**config.mk**
```make
export PLATFORM = sky130hd
export DESIGN_NAME = sdram_ex_sat_cnt
export DESIGN_NICKNAME = d
export VERILOG_FILES = /design/src/rtl/sdram_ex_sat_cnt.sv
export SDC_FILE = /design/constraint.sdc
export NUM_CORES = 1
export LEC_CHECK = 0
export CAP_MARGIN = 20
export CORE_MARGIN = 2
export CORE_UTILIZATION = 47
export CTS_CLUSTER_SIZE = 40
export DETAILED_ROUTE_END_ITERATION = 12
export DONT_BUFFER_PORTS = 1
export GPL_TIMING_DRIVEN = 0
export PLACE_DENSITY_LB_ADDON = 0.08
export SLEW_MARGIN = 25
export SYNTH_ARGS = -nofsm -noshare
export SYNTH_HDL_FRONTEND = slang
export SYNTH_SLANG_ARGS = --single-unit
```
**constraint.sdc**
```tcl
create_clock -name clk -period 1.5 [get_ports clk]
set_input_delay 0.225 -clock clk [delete_from_list [all_inputs] [get_ports clk]]
set_output_delay 0.225 -clock clk [all_outputs]
set_load 0.02 [all_outputs]
```
**src/rtl/sdram_ex_sat_cnt.sv**
```systemverilog
// sdram_ex_sat_cnt
// Saturating up-counter with synchronous clear. Clear beats increment,
// and the count sticks at all-ones instead of wrapping.
// Ports:
//   clk   - clock
//   reset - synchronous active-high reset (count -> 0)
//   clear - synchronous clear (count -> 0)
//   inc   - add one unless already saturated
//   count - current value
module sdram_ex_sat_cnt #(
    parameter int W = 16
) (
    input  logic         clk,
    input  logic         reset,
    input  logic         clear,
    input  logic         inc,
    output logic [W-1:0] count
);

    logic [W-1:0] count_q;
    logic [W-1:0] count_d;

    // Next count: clear first, then a guarded increment that holds at max.
    always_comb begin
        count_d = count_q;
        if (clear) begin
            count_d = '0;
        end else if (inc && (count_q != {W{1'b1}})) begin
            count_d = count_q + {{(W-1){1'b0}}, 1'b1};
        end
    end

    always_ff @(posedge clk) begin
        if (reset) begin
            count_q <= '0;
        end else begin
            count_q <= count_d;
        end
    end

    assign count = count_q;

endmodule

```
* Yosys cells after proc, flatten, opt, wreduce, memory -nomap -nowiden *
Index checks and enable logic that the tools add are counted.
W data, S select, Z words.

operators by class
  add/subtract/negate cells = 1
  equality and inequality tests = 1
  reduce and logical (&&, ||, !) cells = 2

operators with widths
  operator                 number
  $add A16 B1 Y16 const B  1
  $ne A16 B16 Y1 const B   1
  $reduce_or A2 Y1         1
  $logic_and A1 B1 Y1      1

word-level totals
  flip-flop bits (word level) = 16

* Longest topological paths before layout *
Gate-level depths: netlist (run 1).

  word-level depth = 2
  gate-level depth with buffers = 6
  gate-level depth less buffers = 5

* Least setup slack after synthesis (run 1) *
Ideal clock, no wire load.

  path type = reg-to-reg
  start = register count_q[0] (netlist: count[0])
  end = register count_q[12] (netlist: count[12])
  setup time = 0.091 ns
  arrival time = 1.496 ns
  required time = 1.409 ns
  setup slack = -0.087 ns
  stages on the path, launching flop included = 7
  buffers on the path = 1
  period minus slack after synthesis = 1.587 ns
  cells stage by stage = dfxtp_1 -> ha_1 -> and4_4 -> and3_1 -> buf_4 -> a31oi_1 -> a311oi_1

between the ends
  word-level cells in the longest chain between the ends = 2
  elaborated cells between the ends (all ways) = 3
  those cells by class = add/sub: 1; eq/ne: 1; reduce/logical: 1

RTL lines
  what                                                                     RTL line  text
  from (decl)                                                              20        logic [W-1:0] count_q;
  from (signal assigned)                                                   37        count_q <= count_d;
  parallel branches: the longest is 2 deep, another holds $add A16 B1 Y16  --

Parallel ways; which one is timed is not known.
A chain may end at the register's enable or synchronous reset.

* Worst setup path in the final report (run 1) *
  start = register count_q[0] (netlist: count[0])
  end = register count_q[10] (netlist: count[10])

Same word-level chain as after synthesis.

==> results of run 1 <==
[critical path: cells and delay by family, from the launching register on]
family	cells	cell delay (ns)
AND/OR/NAND/NOR	3	0.71
adder cells (fa/ha/maj)	1	0.15
AO/OA/AOI/OAI	1	0.12
flip-flops	1	0.43
[stage by stage]
step | cell area (µm²) | utilization | cells | hold WS (ns)
2_1_floorplan | 920 | - | 102 | 0.397
3_3_place_gp | 951 | 0.533 | 127 | 0.403
3_5_place_dp | 951 | 0.533 | 127 | 0.413
4_1_cts | 1020 | 0.571 | 130 | 0.0936
5_1_grt | 1060 | 0.593 | 131 | 0.102
6_report | 1060 | 0.593 | 131 | 0.100
[what timing repair did]
action | in CTS | in global routing
pin swaps | 4 | 1
hold buffers | 0 | 0
setup endpoints to repair | 15 | 16
buffers inserted | 0 | 1
endpoints found under the hold margin | 0 | 0
resized for setup | 17 | 11
[cell families after synthesis]
| family | count (synthesis) | synth area share |
|---|---|---|
| AO/OA/AOI/OAI | 27 | 0.206 |
| buffers and inverters | 6 | 0.0505 |
| multiplexers | 6 | 0.0655 |
| flip-flops | 16 | 0.349 |
| AND/OR/NAND/NOR | 46 | 0.315 |
| adder cells (fa/ha/maj) | 1 | 0.0136 |
[cells in the final DEF, fill, tap and decap left out, drive strengths merged, types with 2 or more instances in the layout]
| cell | n |
|---|---|
| a2111o | 2 |
| a211oi | 4 |
| a21oi | 6 |
| a31oi | 4 |
| and2 | 4 |
| and3 | 6 |
| buf | 5 |
| clkbuf | 3 |
| dfxtp | 16 |
| mux2i | 6 |
| nand2 | 13 |
| nand3 | 5 |
| nand4 | 4 |
| nor2 | 2 |
| nor3 | 3 |
| o21ai | 6 |
| or3 | 7 |
[path summary, 6_finish.rpt]
kind,cells past startpoint,startpoint,slack (ns),end
setup / recovery,5,count[0],0.02,count[10]
hold reg to reg,2,count[3],0.53,count[3]
hold / removal,2,reset,0.1,count[15]
setup reg to reg,5,count[0],0.02,count[10]
[report_power, final]
group	internal, mW	switching [mW]
clock network	0.0933	0.135
logic	0.0109	0.0137
registers	0.424	0.00597
[routing by layer]
layer | vias up | part of all wire | global-route usage | wire length, µm
li1 | 397 | - | - | -
met1 | 367 | 0.48 | 0.262 | 958
met2 | 18 | 0.45 | 0.268 | 904
met3 | 4 | 0.054 | 0.0667 | 107
met4 | 0 | 0.013 | 0.0486 | 26
met5 | - | 0 | 0 | 0
[layout make-up]
class / instances / area share
multi-input combinational: 80 / 0.568
sequential: 16 / 0.327
buffer: 5 / 0.0438
tap: 25 / 0.0296
clock buffer: 3 / 0.0213
timing repair buffer: 1 / 0.00710
inverter: 1 / 0.00355
==> results.py, run 1 <==
metrics = {
    "pwr": {
        "vdd_ir_drop_max_mv": 0.397,
        "power.leakage_nw": 0.358,
        "power.total_uw": 683,
        "cellPowerDensity_nw_per_um2": 646,
    },
    "floorplanning": {
        "die-width_um": 48.2,
        "core-area_um2": 1780,
        "die_h_um": 48.2,
        "initial_core_util": 0.514,
        "io_pins": 20,
        "floorplan.die_area_um2": 2320,
        "placement_rows": 15,
    },
    "global_route": {
        "gr_ovfl_total": 0,
        "grt_pass1_wl_um": 2970,
        "initial_antenna_violation_count": 0,
        "globalRouteTotalUtil": 0.186,
        "maximum_number_of_pins_on_one_net_before_global_route_repair": 11,
        "first_global_vias": 676,
    },
    "timing": {
        "max-slew-margin-rel": 0.681,
        "rsz0062_at_grt": "true",
        "final-hold-violation-count": 0,
        "max_clock_freq_mhz": 677,
        "setup_tns_ns": 0,
        "min_period_over_period": 0.985,
        "setup-violations-final": 0,
        "tightestPinTransition_ns": 0.478,
        "finalMaxSlewViolations": 0,
        "setup_ws_ns": 0.0225,
        "clock-skew-final_ns": 0.00226,
        "min_period_ns": 1.48,
    },
    "cells_and_area": {
        "nNetsFinal": 113,
        "multi_input_area_um2": 601,
        "areaGrowthSynthToFinish_pct": 15.3,
        "largest_reg_flops": 16,
        "fillCellCount": 164,
        "layout-drive-gt1-share": 0.415,
        "diodes": 0,
        "regArea_um2": 345,
    },
    "run": {
        "cap_viol_max_count": 0,
    },
    "synth": {
        "synth_seq_area_share": 0.349,
        "synthesis.area_um2": 917,
        "postSynthCellCount": 102,
        "post-synth-top-count-cell": "sky130_fd_sc_hd__dfxtp_1",
        "synth_seq_cells": 16,
        "synth_top_cell_by_area": "sky130_fd_sc_hd__dfxtp_1",
        "synthArstFlopShare": 0,
        "yosys_most_used_dff": "sky130_fd_sc_hd__dfxtp_1",
        "syn-num-nets": 107,
        "synth_top_area_frac": 0.349,
        "netlist_top_cells_area": "sky130_fd_sc_hd__dfxtp_1 (35%), sky130_fd_sc_hd__mux2i_1 (6.5%), sky130_fd_sc_hd__nand2_1 (5.3%)",
        "synthTopCellsByCount": "sky130_fd_sc_hd__dfxtp_1 (16), sky130_fd_sc_hd__nand2_1 (13), sky130_fd_sc_hd__a21oi_1 (6), sky130_fd_sc_hd__mux2i_1 (6), sky130_fd_sc_hd__nand3_1 (5)",
        "synth_cell_type_count": 36,
        "number_of_flops_mapped_to_enable_cells_by_yosys": 0,
        "post_synth.cell_area_avg_um2": 8.99,
        "synthesis.yosys.warnings": 0,
    },
    "placed_design": {
        "place.port_buffers": 0,
        "placement.setup.worst_slack_ns": -0.130,
        "half_perimeter_wire_length_after_placement_um": 1420,
        "globalplace.congestion": 0.757,
    },
    "drt": {
        "ant_nets": 0,
        "routed_wire_length_per_instance_um": 15.2,
        "detailedRoute.firstPassIterationCount": 4,
        "drt_drc_violations_left": 0,
        "via_per_inst": 6.00,
        "num_vias": 786,
        "wl_um": 2000,
        "drt_first_iter_violations": 3,
    },
    "critical_path": {
        "cpMaxStageDelayCell": "sky130_fd_sc_hd__dfxtp_4",
        "critical_path_peak_fanout": 6,
        "cp-end-kind": "register",
        "crit_path_cell_trace": "ha_4, and4_4, nand3_2, or3_4, a21oi_2",
        "worst_setup_path_start_kind": "register",
        "critPathArrivalTime_ns": 1.69,
        "timing.setup.critical_path_class": "reg -> reg",
        "crit_path_max_incr_delay_ns": 0.43,
        "required_ns": 1.72,
    },
    "outcome": {
        "run_status": "finished clean",
    },
    "clocking": {
        "cts.htree.levels": 1,
        "cts_tree": "built",
        "cts_num_sinks": 16,
        "cts.path.max_buffers": 2,
        "clock-root-buffer": "sky130_fd_sc_hd__clkbuf_4",
        "cts.reportedPaths.clkPinSlew_ns": 0.09,
        "worstSkewPairLatency_ns": 0.28,
        "numCtsBuffers": 3,
    },
    "worst_hold_path": {
        "hold_path.class": "in -> reg",
    },
}
Power figures use the tool's default switching activity.
==> run 2: changes to the inputs <==
--- a/config.mk
+++ b/config.mk
@@ -8,6 +8,7 @@
 export CAP_MARGIN = 20
 export CORE_MARGIN = 2
 export CORE_UTILIZATION = 47
+export CTS_BUF_LIST = sky130_fd_sc_hd__clkbuf_16
 export CTS_CLUSTER_SIZE = 40
 export DETAILED_ROUTE_END_ITERATION = 12
 export DONT_BUFFER_PORTS = 1
==> run 2 against run 1 <==
Core utilization increased by 3.4 points. Sequential share of layout area down 1.8 points. Via count up 1.1%. Highest routed layer unchanged. Largest cell class unchanged. Hold slack improved by 0.053 ns. Power up 41%. Sequential power barely moved. Final area is 5.7% higher.
==> results.py, run 2 (synthesized netlist as in run 1, its figures left out) <==
metrics = {
    "cells_and_area": {
        "largest_reg_flops": 16,
        "finalNonFillerCells": 132,
        "fillCellCount": 153,
        "layout-drive-gt1-share": 0.421,
        "layout_common_cells": "sky130_fd_sc_hd__dfxtp_2 (14), sky130_fd_sc_hd__nand2_1 (13), sky130_fd_sc_hd__mux2i_1 (6)",
        "diodes": 0,
        "areaGrowthSynthToFinish_pct": 21.8,
        "most_common_library_cell_in_the_layout_ignoring_fill_and_taps": "sky130_fd_sc_hd__dfxtp_2",
        "nNetsFinal": 114,
    },
    "floorplanning": {
        "core-area_um2": 1780,
        "die-width_um": 48.2,
        "die_h_um": 48.2,
        "floorplan.die_area_um2": 2320,
        "initial_core_util": 0.514,
        "io_pins": 20,
        "placement_rows": 15,
    },
    "run": {
        "cap_viol_max_count": 0,
    },
    "drt": {
        "routed_wire_length_per_instance_um": 15.2,
        "routedLengthMet1_um": 923,
        "dr.max_layer_used": "met4",
        "ant_nets": 0,
        "drt_drc_violations_left": 0,
        "drt_first_iter_violations": 8,
        "dr_wl_met2_um": 922,
        "wl_um": 2000,
        "num_vias": 795,
        "detailedRoute.firstPassIterationCount": 4,
        "wl_met3_um": 119,
        "via_per_inst": 6.02,
    },
    "clocking": {
        "ctsHoldBuffers": 0,
        "cts.reportedPaths.clkPinSlew_ns": 0.05,
        "cts.htree.levels": 1,
        "numCtsBuffers": 3,
        "clock-root-buffer": "sky130_fd_sc_hd__clkbuf_16",
        "cts.path.max_buffers": 2,
        "cts_tree": "built",
        "worstSkewPairLatency_ns": 0.24,
        "cts_num_sinks": 16,
    },
    "pwr": {
        "p_int_uw": 786,
        "power.leakage_nw": 0.387,
        "pwr-share-comb": 0.026,
        "vdd_ir_drop_max_mv": 0.673,
        "share_seq_of_total_power": 0.447,
        "netSwitchingFraction": 0.186,
        "power_switching_uw": 179,
        "clock_power_share": 0.528,
        "cellPowerDensity_nw_per_um2": 864,
    },
    "timing": {
        "max_clock_freq_mhz": 677,
        "rsz0062_at_grt": "true",
        "setup-violations-final": 0,
        "finalMaxSlewViolations": 0,
        "min_period_ns": 1.48,
        "holdWs_ns": 0.152,
        "max-slew-margin-rel": 0.695,
        "setup_ws_ns": 0.0238,
        "setup_tns_ns": 0,
        "tightestPinTransition_ns": 0.457,
        "clock-skew-final_ns": 0.00178,
        "min_period_over_period": 0.984,
        "final-hold-violation-count": 0,
    },
    "critical_path": {
        "timing.rr.start": "count[0]",
        "critPathArrivalTime_ns": 1.65,
        "cp-end-kind": "register",
        "worst_setup_path_start_kind": "register",
        "startpoint": "count[0]",
        "required_ns": 1.67,
        "critical_path_peak_fanout": 6,
        "timing.setup.critical_path_class": "reg -> reg",
    },
    "global_route": {
        "maximum_number_of_pins_on_one_net_before_global_route_repair": 11,
        "globalRouteTotalUtil": 0.191,
        "gr_ovfl_total": 0,
        "first_global_vias": 676,
        "initial_antenna_violation_count": 0,
        "grt_pass1_wl_um": 3000,
    },
    "placed_design": {
        "place.port_buffers": 0,
        "placement.setup.worst_slack_ns": -0.130,
        "globalplace.congestion": 0.757,
        "half_perimeter_wire_length_after_placement_um": 1420,
        "placed_cells_incl_taps": 127,
    },
    "outcome": {
        "run_status": "finished clean",
    },
    "worst_hold_path": {
        "hold_path.class": "in -> reg",
        "worstHoldStart": "reset",
    },
}
==> run 2: repair_timing <==
action                     CTS  global route
setup endpoints to repair   15            16
pin swaps                    2             1
buffers inserted             0             2
gates resized for setup     17            11
==> run 2: metal layers <==
layer	vias to the layer above	global-route usage
li1	402	-
met1	368	0.260
met2	20	0.274
met3	5	0.0556
met4	0	0.0973
met5	-	0
==> run 2: critical path: stages, from the launching register on <==
cell,delay (ns)
sky130_fd_sc_hd__dfxtp_4,0.41
sky130_fd_sc_hd__ha_4,0.15
sky130_fd_sc_hd__and4_4,0.25
sky130_fd_sc_hd__nand3_2,0.09
sky130_fd_sc_hd__or3_4,0.38
sky130_fd_sc_hd__a21oi_2,0.12
==> run 2: final cells by class <==
class	instances	area, µm²	share of cell area
sequential	16	345	0.309
tap	25	31.3	0.0280
multi-input combinational	80	601	0.538
buffer	5	46.3	0.0414
timing repair buffer	2	15.0	0.0134
clock buffer	3	75.1	0.0672
inverter	1	3.75	0.00336
==> run 2: power groups by stage <==
stage	clock network, mW	registers, mW	logic [mW]
5_1_grt	0.534	0.431	0.0278
2_1_floorplan	0	0.441	0.0189
6_report	0.509	0.432	0.0246
3_3_place_gp	0	0.442	0.0229
4_1_cts	0.522	0.431	0.0242
3_5_place_dp	0	0.442	0.0236
==> run 2: final timing paths <==
path / to / depth (start not counted) / slack, ns
hold reg to reg: count[5] / 2 / 0.53
hold / removal: count[15] / 2 / 0.15
setup / recovery: count[10] / 5 / 0.02
setup reg to reg: count[10] / 5 / 0.02
==> run 2: per-stage QoR <==
step	utilization	total power, mW	instance area (µm²)
floorplan	-	0.460	920
global placement	0.533	0.465	951
detailed placement	0.533	0.465	951
CTS	0.601	0.977	1070
global route	0.627	0.993	1120
finish	0.627	0.966	1120
